==> src/rtl/pipe_hazard_ctrl.sv <==
// Stall/flush controller for a 5-stage RISC-V pipeline: resolves load-use, data-bus
// wait states (with timeout) and taken-branch flushes, and counts stalled cycles.
module pipe_hazard_ctrl #(
  parameter int unsigned TIMEOUT = 255
) (
  input  logic        clk_i,
  input  logic        rst_ni,
  input  logic        ld_exe_i,
  input  logic [4:0]  ld_rd_i,
  input  logic [4:0]  id_rs1_i,
  input  logic [4:0]  id_rs2_i,
  input  logic        id_rs1_re_i,
  input  logic        id_rs2_re_i,
  input  logic        jump_i,
  input  logic        mem_req_i,
  input  logic        mem_ack_i,
  output logic [5:0]  stall_o,
  output logic        flush_o,
  output logic        bus_err_o,
  output logic [31:0] stall_cnt_o
);

  typedef enum logic [1:0] {
    RUN       = 2'd0,
    LU_BUBBLE = 2'd1,
    MEM_WAIT  = 2'd2
  } state_e;

  localparam logic [5:0] STALL_NONE = 6'b000000;
  localparam logic [5:0] STALL_LU   = 6'b000111;
  localparam logic [5:0] STALL_MEM  = 6'b011111;
  localparam logic [9:0] WAIT_LAST  = 10'(TIMEOUT - 1);

  state_e      state_q, state_d;
  logic [9:0]  wait_cnt_q, wait_cnt_d;
  logic        bus_err_q, bus_err_d;
  logic [31:0] stall_cnt_q, stall_cnt_d;

  logic       lu;
  logic       to;
  logic       ms;
  logic [5:0] stall;
  logic       flush;

  always_comb begin
    // NOTE: every signal written here gets a default first so no path leaves it
    // unassigned; otherwise synthesis would infer a latch.
    state_d    = state_q;
    wait_cnt_d = 10'd0;
    bus_err_d  = 1'b0;
    stall      = STALL_NONE;
    flush      = 1'b0;

    lu = ld_exe_i && (ld_rd_i != 5'd0) &&
         ((id_rs1_re_i && (id_rs1_i == ld_rd_i)) ||
          (id_rs2_re_i && (id_rs2_i == ld_rd_i)));
    to = (state_q == MEM_WAIT) && (wait_cnt_q == WAIT_LAST);
    ms = mem_req_i && !mem_ack_i && !to;

    unique case (state_q)
      RUN, LU_BUBBLE: begin
        if (ms) begin
          stall      = STALL_MEM;
          state_d    = MEM_WAIT;
          wait_cnt_d = 10'd1;
        end else if (jump_i) begin
          // The ID instruction is wrong-path, so a pending load-use is moot.
          flush   = 1'b1;
          state_d = RUN;
        end else if (lu && (state_q == RUN)) begin
          stall   = STALL_LU;
          state_d = LU_BUBBLE;
        end else begin
          state_d = RUN;
        end
      end
      MEM_WAIT: begin
        if (ms) begin
          stall      = STALL_MEM;
          wait_cnt_d = wait_cnt_q + 10'd1;
        end else begin
          // Release on ack, timeout or dropped request; a held jump fires now.
          state_d   = RUN;
          flush     = jump_i;
          bus_err_d = mem_req_i && !mem_ack_i;
        end
      end
      default: state_d = RUN;
    endcase

    stall_cnt_d = stall_cnt_q + 32'(stall != STALL_NONE);
  end

  // NOTE: sequential state uses non-blocking assignments so all flops sample
  // their pre-edge values together.
  always_ff @(posedge clk_i or negedge rst_ni) begin
    if (!rst_ni) begin
      state_q     <= RUN;
      wait_cnt_q  <= 10'd0;
      bus_err_q   <= 1'b0;
      stall_cnt_q <= 32'd0;
    end else begin
      state_q     <= state_d;
      wait_cnt_q  <= wait_cnt_d;
      bus_err_q   <= bus_err_d;
      stall_cnt_q <= stall_cnt_d;
    end
  end

  assign stall_o     = stall;
  assign flush_o     = flush;
  assign bus_err_o   = bus_err_q;
  assign stall_cnt_o = stall_cnt_q;

endmodule

==> config.mk <==
export PLATFORM = sky130hd
export DESIGN_NAME = pipe_hazard_ctrl
export DESIGN_NICKNAME = d
export VERILOG_FILES = /design/src/rtl/pipe_hazard_ctrl.sv
export SDC_FILE = /design/constraint.sdc
export NUM_CORES = 1
export LEC_CHECK = 0
export BUFFER_PORTS_ARGS = -buffer_cell sky130_fd_sc_hd__buf_2
export CAP_MARGIN = 20
export CORE_UTILIZATION = 40
export DETAILED_ROUTE_END_ITERATION = 10
export PLACE_DENSITY = 0.6
export SYNTH_ARGS = -nofsm -noshare
export SYNTH_HDL_FRONTEND = slang
export SYNTH_SLANG_ARGS = --single-unit
==> constraint.sdc <==
create_clock -name clk_i -period 6.9 [get_ports clk_i]
set_input_delay 1.725 -clock clk_i [delete_from_list [all_inputs] [get_ports clk_i]]
set_output_delay 1.725 -clock clk_i [all_outputs]
set_load 0.005 [all_outputs]
==> impl_metrics.toml, run 1 <==
[critical_path]
cp-endpoint = "stall_o[0]"
r2r_end = "stall_cnt_o[24]"
r2r-start = "state_q[1]"
required_ns = 5.18
path_max_fanout = 3
arrival_ns = 2.96
r2r_cells = 9
crit_start = "ld_rd_i[1]"
critPathLaunchType = "input port"
worstSetupPathType = "input port to output pin"
end_kind = "output pin"
r2r_slack_ns = 4.17

[synthesis]
syn_avg_cell_area_um2 = 11.1
ys_ff_latch = 45
synth_cells = 204
synth_area_mm2 = 0.00226
synth_area_leaders = "dfrtp_1 50%, xnor2_1 10%, xor2_1 8.5%"
netlist-cell-type-count = 34
synth_nets = 231
yosys_warnings = 0
synth_top_area_share_pct = 49.9
yosysTopAreaCell = "dfrtp_1"
synth_seq_area_share_pct = 49.9

[placement]
post-place-ws_ns = 2.22
io_buffers = 61
gp_congestion = 0.687
dp_hpwl_um = 3180

[clock_network]
cts_setup_buffers = 0
clock_sinks = 45
cts_hold_buf = 0
clock-root-buffer = "clkbuf_8"
cts_buffers = 5
post_cts_resize_count = 0
ctsLongestPathBuffers = 2
insertion_delay_ns = 0.29
path_clk_slew_ns = 0.08
cts_tree = "yes"
cts.htree.levels = 2

[global_route]
grt_max_degree = 46
grt_pass1_wl_um = 7580
antenna_found_initial = 0
use_met3_pct = 4.88
grt_use_met1_pct = 20.9
first_global_vias = 1626
grt_usage_pct = 16.2
grt_util_met2_pct = 25.8
grt_overflow = 0
grt.busiest_layer = "met2"

[pwr]
power_density_mw_per_mm2 = 196
seq_power_share_pct = 57.2
max-vdd-ir-drop_mv = 0.0981
intPower_uw = 392
power_switching_share_pct = 26.2
comb_power_share_pct = 12.0
p_leak_uw = 0.00137
power_frac_clock_pct = 30.8
power_uw = 532
p_sw_uw = 139

[sta]
min_period_ns = 4.68
fin_skew_ns = 0.00286
hold_ws_ns = 0.468
max_freq_ghz = 0.213
slew_violations = 0
max_slew_margin_pct = 63.7
setup_viol = 0
hold_violations = 0
fin_crit_sh_pct = 67.9
tightest_slew_ns = 0.543
setup_ws_ns = 2.22
rsz0062_at_grt = "false"
fin_tns_setup_ns = 0

[cells_and_area]
final_cell_mix = "61 x buf_2, 45 x dfrtp_1, 26 x xnor2_1"
mostFrequentLayoutCell = "buf_2"
antenna_cells = 0
drive_gt1_share_pct = 28.5
final_nets = 294
area_growth_syn_to_layout_pct = 20.4

[route]
drtIter0Drc = 48
first_pass_iters = 5
wire_per_inst_um = 13.0
vias = 1664
ant_nets = 0
remaining_drc_errors = 0
vias_per_cell = 4.94
wirelength_um = 4400

[run]
drv_cap = 0

[floorplanning]
boundaryPins = 63
die_w_um = 77.1
die_h_um = 77.1
initial_core_util_pct = 42.8
core-area_mm2 = 0.00527
die_area_mm2 = 0.00594
row_count = 26

[min_path]
min_path_type = "flip-flop to flip-flop"

[run_status]
status = "complete, no violations"
==> cell usage after synthesis <==
cell / number
nor4_4: 1
nor4_2: 2
dfrtp_1: 45
nand3_1: 18
nor4_1: 3
and3_1: 6
xor2_1: 22
nor4bb_1: 1
nand4_1: 12
inv_1: 4
conb_1: 1
or4_1: 1
o21ai_0: 3
buf_4: 4
and4_1: 4
and4_2: 1
nor3b_1: 2
a21oi_1: 1
a32oi_1: 1
ha_1: 4
and2_1: 2
xnor2_1: 26
nand2_1: 14
nand4_4: 2
or3_4: 1
nor3_4: 1
clkbuf_2: 1
or2_1: 1
and2_0: 1
nor3_1: 1
nor2b_1: 2
nor2_1: 14
buf_2: 1
nor4b_1: 1
==> per-layer routing <==
metal / vias to the layer above / wire (um)
li1: 830 / -
met1: 783 / 2070
met2: 49 / 2090
met3: 2 / 211
met4: 0 / 27
met5: - / 0
==> metrics by stage <==
stage	instances	instance area, um^2	utilization (%)
after floorplan	204	2260	-
after global placement	329	2610	49.5
after detailed placement	329	2610	49.5
after CTS	336	2700	51.1
after global routing	337	2720	51.5
final	337	2720	51.5
==> kinds of logic (layout without fill, tap and decap cells) <==
| kind of cell | Yosys count | in the layout | synth area share (%) |
|---|---|---|---|
| AOI/OAI and AO/OA | 5 | 5 | 1.28 |
| xor gates and xnor gates | 48 | 48 | 18.6 |
| adders and majority gates | 4 | 4 | 2.22 |
| buffers and inverters | 10 | 73 | 2.44 |
| DFF | 45 | 45 | 49.9 |
| other | 1 | 1 | 0.166 |
| and+or+nand+nor | 91 | 91 | 25.3 |
==> worst min path at each step <==
stage / from / endpoint / slack, ns / cells past startpoint
after CTS: stall_cnt_o[31] / stall_cnt_o[31] / 0.48 / 1
after floorplan: state_q[1] / wait_cnt_q[0] / 0.46 / 1
final: stall_cnt_o[31] / stall_cnt_o[31] / 0.47 / 1
after global placement: stall_cnt_o[31] / stall_cnt_o[31] / 0.45 / 1
after detailed placement: stall_cnt_o[31] / stall_cnt_o[31] / 0.46 / 1
after global routing: stall_cnt_o[31] / stall_cnt_o[31] / 0.50 / 1
==> cell type report <==
type                    instances  area [um^2]
well taps                      70         87.6
inverters                       4         15.0
flip-flops and latches         45         1130
multi-input cells             149         1070
clock buffers                   7         86.3
repair buffers                 62          325
fillers                       522         2550
==> worst max-delay path, stage by stage <==
cell and delay (ns):
buf_2 0.12, or4_1 0.50, o21ai_0 0.26, o21ai_0 0.19
buf_2 0.16
==> power groups by stage <==
stage / registers [uW] / clock network, uW / logic, uW
final: 304 / 164 / 63.8
after global routing: 308 / 179 / 72.2
after floorplan: 306 / 0 / 28.5
after CTS: 305 / 171 / 64.6
after detailed placement: 309 / 0 / 64.7
after global placement: 310 / 0 / 63.9
==> sequential cells by signal, indices dropped and copies added, names as in the netlist <==
| signal | count |
|---|---|
| stall_cnt_o | 32 |
| wait_cnt_q | 10 |
| state_q | 2 |
| bus_err_o | 1 |
Note: power is estimated with default switching activity, not from simulation.
==> inputs of run 2 (changes only) <==
clock period = 4.8 ns   (was 6.9 ns; I/O delays follow)
==> run 2 against run 1 <==
Net effect:
- die area is the same
- utilization is the same
- wire length shrank 1.9%
- total power grew 43%
- highest routed layer unchanged
- setup slack lost 1.1 ns
- sequential share of layout area is the same
- global-route usage shrank 0.25 points
- cell area is the same
==> impl_metrics.toml, run 2 (synthesis gave the netlist of run 1 again) <==
[sta]
min_period_ns = 3.64
hold_violations = 0
fin_crit_sh_pct = 75.9
max_slew_margin_pct = 63.4
tightest_slew_ns = 0.544
rsz0062_at_grt = "false"
fin_tns_setup_ns = 0
fin_skew_ns = 0.00634
hold_ws_ns = 0.479
slew_violations = 0
setup_viol = 0
max_freq_ghz = 0.275

[floorplanning]
die_h_um = 77.1
die_area_mm2 = 0.00594
boundaryPins = 63
core-area_mm2 = 0.00527
row_count = 26
die_w_um = 77.1
initial_core_util_pct = 42.8

[route]
vias_per_cell = 4.89
wire_per_inst_um = 12.8
drtIter0Drc = 96
ant_nets = 0
vias = 1654
first_pass_iters = 4
remaining_drc_errors = 0
wirelength_um = 4310

[critical_path]
r2r_slack_ns = 2.11
critPathLaunchType = "input port"
slowest_delay_ns = 0.51
r2r_cells = 10
crit_buf_inv = 2
end_kind = "output pin"
cp_top_family = "simple AND/OR/NAND/NOR gates"
path_max_fanout = 3
crit_chain = "buf_2 > or4_1 > o21ai_0 > o21ai_0 > buf_2"
slowest_stage = "or4_1"
r2r_end = "stall_cnt_o[26]"
required_ns = 3.60
crit_start = "ld_rd_i[1]"
arrival_ns = 2.44
worstSetupPathType = "input port to output pin"
path_depth = 5
cp-endpoint = "stall_o[2]"
r2r-start = "wait_cnt_q[4]"

[placement]
dp.cells = 329
io_buffers = 61
gp_congestion = 0.716
dp_hpwl_um = 3150

[global_route]
grt_util_met2_pct = 24.9
grt_overflow = 0
use_met3_pct = 3.69
first_global_vias = 1565
antenna_found_initial = 0
grt_max_degree = 46
grt_use_met1_pct = 21.9
grt_usage_pct = 16.0
grt_pass1_wl_um = 7490
grt.busiest_layer = "met2"

[pwr]
power_switching_share_pct = 27.6
intPower_uw = 550
power_frac_clock_pct = 30.3
comb_power_share_pct = 12.0
max-vdd-ir-drop_mv = 0.130
seq_power_share_pct = 57.7
power_density_mw_per_mm2 = 280
p_leak_uw = 0.00137
p_sw_uw = 209
power_uw = 759

[clock_network]
ctsLongestPathBuffers = 2
cts.htree.levels = 2
cts_tree = "yes"
cts_buffers = 5
cts_setup_buffers = 0
path_clk_slew_ns = 0.08
cts_hold_buf = 0
insertion_delay_ns = 0.29
clock-root-buffer = "clkbuf_8"
clock_sinks = 45
post_cts_resize_count = 0

[cells_and_area]
antenna_cells = 0
area_growth_syn_to_layout_pct = 20.4
mostFrequentLayoutCell = "buf_2"
largest_register_ffs = 32
stdcell_count = 338
fillers = 505
final_cell_mix = "61 x buf_2, 45 x dfrtp_1, 26 x xnor2_1"
final_nets = 294
drive_gt1_share_pct = 29.1

[min_path]
min_path_type = "flip-flop to flip-flop"

[run]
drv_cap = 0

[run_status]
status = "complete, no violations"
run 2: changes by cell type in the layout (fill, tap and decap cells not counted):
cell / previous run / this run
clkinv_2: 0 / 2
clkbuf_1: 1 / 0
clkinvlp_4: 0 / 1
clkbuf_8: 6 / 5
run 2: metrics by stage:
step                      setup WS (ns)  area, um^2  utilization (%)
after floorplan                    1.32        2260                -
after global placement             1.15        2610             49.5
after detailed placement           1.11        2610             49.5
after CTS                          1.15        2700             51.1
after global routing              0.961        2720             51.5
final                              1.16        2720             51.5
run 2: per-layer routing:
metal / vias to the layer above / share of wire (%)
met2: 47 / 45
met1: 772 / 50
met4: 0 / 0.83
met3: 5 / 3.8
met5: - / 0
li1: 830 / -
run 2: power by group through the flow:
stage | clock [uW] | combinational [uW] | sequential [uW]
4_1_cts | 240 | 92.0 | 437
2_1_floorplan | 0 | 41.0 | 440
3_3_place_gp | 0 | 92.2 | 445
5_1_grt | 251 | 104 | 444
3_5_place_dp | 0 | 91.8 | 445
6_report | 230 | 91.4 | 438
run 2: final cells by class:
cell class	count	area, um^2	area share, %
tap	70	87.6	3.23
sequential	45	1130	41.5
clock inverter	3	17.5	0.645
timing repair buffer	62	325	12.0
clock buffer	5	68.8	2.53
multi-input combinational	149	1070	39.6
inverter	4	15.0	0.553
run 2: worst min path at each step:
stage | startpoint | endpoint | slack (ns) | cells after the start
after floorplan | state_q[1] | wait_cnt_q[0] | 0.46 | 1
after global placement | stall_cnt_o[31] | stall_cnt_o[31] | 0.45 | 1
after detailed placement | stall_cnt_o[27] | stall_cnt_o[27] | 0.48 | 1
after CTS | stall_cnt_o[27] | stall_cnt_o[27] | 0.49 | 1
after global routing | stall_cnt_o[27] | stall_cnt_o[27] | 0.50 | 1
final | stall_cnt_o[31] | stall_cnt_o[31] | 0.48 | 1
==> inputs of run 3 (changes only) <==
ABC_AREA = 1   (was unset)
PLACE_DENSITY = 0.58   (was 0.6)
clock period = 3.8 ns   (was 4.8 ns; I/O delays follow)
==> run 3 against run 2 <==
Net effect:
- cell count is 49% higher
- sequential share of layout area is 5.8 points lower
- setup slack worse by 0.064 ns
- clock-buffer cell count is the same
- synthesized area grew 18%
- first-iteration DRC count increased by 19%
- via count up 42%
- cell area is 16% higher
- wire length increased by 40%
- clock skew is 0.0030 ns higher
==> impl_metrics.toml, run 3 <==
[clock_network]
cts.htree.levels = 2
ctsLongestPathBuffers = 2
insertion_delay_ns = 0.31
clock-root-buffer = "clkbuf_8"
clock_sinks = 45
cts_buffers = 5
cts_hold_buf = 0
cts_setup_buffers = 0
post_cts_resize_count = 0
cts_tree = "yes"
path_clk_slew_ns = 0.09

[synthesis]
synth_top_family_by_area = "simple AND/OR/NAND/NOR gates"
synth_edf_count = 0
syn_avg_cell_area_um2 = 7.39
asyncSetResetFlopFracSynth_pct = 100
synthMuxAreaShare_pct = 0
yosysMostFrequentCell = "nand2_1"
synth_common_cells = "120 x nand2_1, 55 x nor2_1, 45 x dfrtp_1, 45 x inv_1, 19 x xor2_1"
synth_cells = 359
synthSimpleGateAreaFrac_pct = 39.2
synth_fa_ha_area_share_pct = 1.89
synth_area_leaders = "dfrtp_1 42%, nand2_1 17%, nor2_1 7.8%"
synthXorXnorAreaFrac_pct = 7.92
yosys_warnings = 0
ys_ff_latch = 45
synth_seq_area_share_pct = 42.5
synth_nets = 386
synth_top_area_share_pct = 42.5
netlist-cell-type-count = 24
ys.flop_type = "dfrtp_1"
synth_area_mm2 = 0.00265
synth_compound_area_share_pct = 0.377
yosysTopAreaCell = "dfrtp_1"

[cells_and_area]
area_growth_syn_to_layout_pct = 19.1
mostFrequentLayoutCell = "nand2_1"
final_cell_mix = "120 x nand2_1, 61 x buf_2, 55 x nor2_1"
antenna_cells = 0
final_nets = 451
drive_gt1_share_pct = 22.1
largest_register_ffs = 32

[global_route]
antenna_found_initial = 0
grt_overflow = 0
grt_usage_pct = 18.7
use_met3_pct = 3.68
grt_use_met1_pct = 25.8
grt_pass1_wl_um = 10300
grt_util_met2_pct = 29.6
grt_max_degree = 46
grt.busiest_layer = "met2"
first_global_vias = 2232

[floorplanning]
core-area_mm2 = 0.00639
die_area_mm2 = 0.00696
die_w_um = 83.4
boundaryPins = 63
die_h_um = 83.4
initial_core_util_pct = 41.5
row_count = 29

[route]
vias_per_cell = 4.67
vias = 2346
remaining_drc_errors = 0
first_pass_iters = 4
drtIter0Drc = 114
wirelength_um = 6040
wire_per_inst_um = 12.0
ant_nets = 0

[sta]
min_period_ns = 2.71
fin_tns_setup_ns = 0
slew_violations = 0
fin_skew_ns = 0.00936
fin_crit_sh_pct = 71.2
max_freq_ghz = 0.369
setup_viol = 0
rsz0062_at_grt = "false"
hold_violations = 0

[placement]
dp_hpwl_um = 4820
io_buffers = 61
gp_congestion = 0.836

[critical_path]
required_ns = 2.85
arrival_ns = 1.76
r2r-start = "wait_cnt_q[4]"
critPathLaunchType = "input port"
end_kind = "output pin"
crit_start = "ld_rd_i[4]"
path_max_fanout = 4
worstSetupPathType = "input port to output pin"
r2r_cells = 14

[pwr]
power_density_mw_per_mm2 = 336
power_uw = 1060
p_leak_uw = 0.00165
max-vdd-ir-drop_mv = 0.158

[run]
drv_cap = 0

[run_status]
status = "complete, no violations"

[min_path]
min_path_type = "input port to asynchronous set/reset pin"
[run 3: per-stage QoR]
| stage | setup WS [ns] | instances | hold slack (ns) | instance area, um^2 | util, % |
|---|---|---|---|---|---|
| after global placement | 0.919 | 493 | 0.466 | 3020 | 47.4 |
| final | 1.09 | 502 | 0.454 | 3160 | 49.5 |
| after CTS | 1.08 | 501 | 0.503 | 3140 | 49.2 |
| after detailed placement | 0.891 | 493 | 0.482 | 3020 | 47.4 |
| after global routing | 0.949 | 502 | 0.455 | 3160 | 49.5 |
| after floorplan | 1.24 | 359 | 0.476 | 2650 | - |
[run 3: path summary, 6_finish.rpt]
| path | endpoint | slack, ns |
|---|---|---|
| worst max-delay path | stall_o[0] | 1.09 |
| worst min-delay path | bus_err_o | 0.45 |
| worst max register to register | stall_cnt_o[16] | 1.41 |
| worst min register to register | stall_cnt_o[31] | 0.49 |
| max in group asynchronous | stall_cnt_o[15] | 2.90 |
| min in group clk_i | stall_cnt_o[31] | 0.49 |
[run 3: worst max-delay path, stage by stage]
cell and delay, ns:
buf_2 0.11, inv_1 0.06, nand2_1 0.06, nand2_1 0.05
nor2_1 0.10, nand3_1 0.07, nand2_1 0.07, nand2_1 0.08
nand2_1 0.08, buf_2 0.11
[run 3: logic make-up after synthesis]
family / Yosys count
and+or+nand+nor: 230
buffers and inverters: 53
DFF: 45
xor gates and xnor gates: 24
adders and majority gates: 4
AOI/OAI and AO/OA: 2
other: 1
[run 3: per-layer routing]
metal	vias up	share of wire [%]	wire length (um)
met5	-	0	0
met4	0	1.8	111
met3	10	4.6	276
met2	62	45	2750
met1	1064	48	2910
li1	1210	-	-
[run 3: cell type report]
type / instances / area (um^2)
Clock buffer: 5 / 68.8
Clock inverter: 3 / 46.3
Fill cell: 663 / 3230
Inverter: 49 / 184
Multi-Input combinational cell: 261 / 1310
Sequential cell: 45 / 1130
Tap cell: 77 / 96.3
Timing Repair Buffer: 62 / 325
[run 3: report_power, final]
part / switching (uW) / internal, uW
registers: 42.8 / 510
clock network: 175 / 197
logic: 74.3 / 63.9
total: 292 / 771
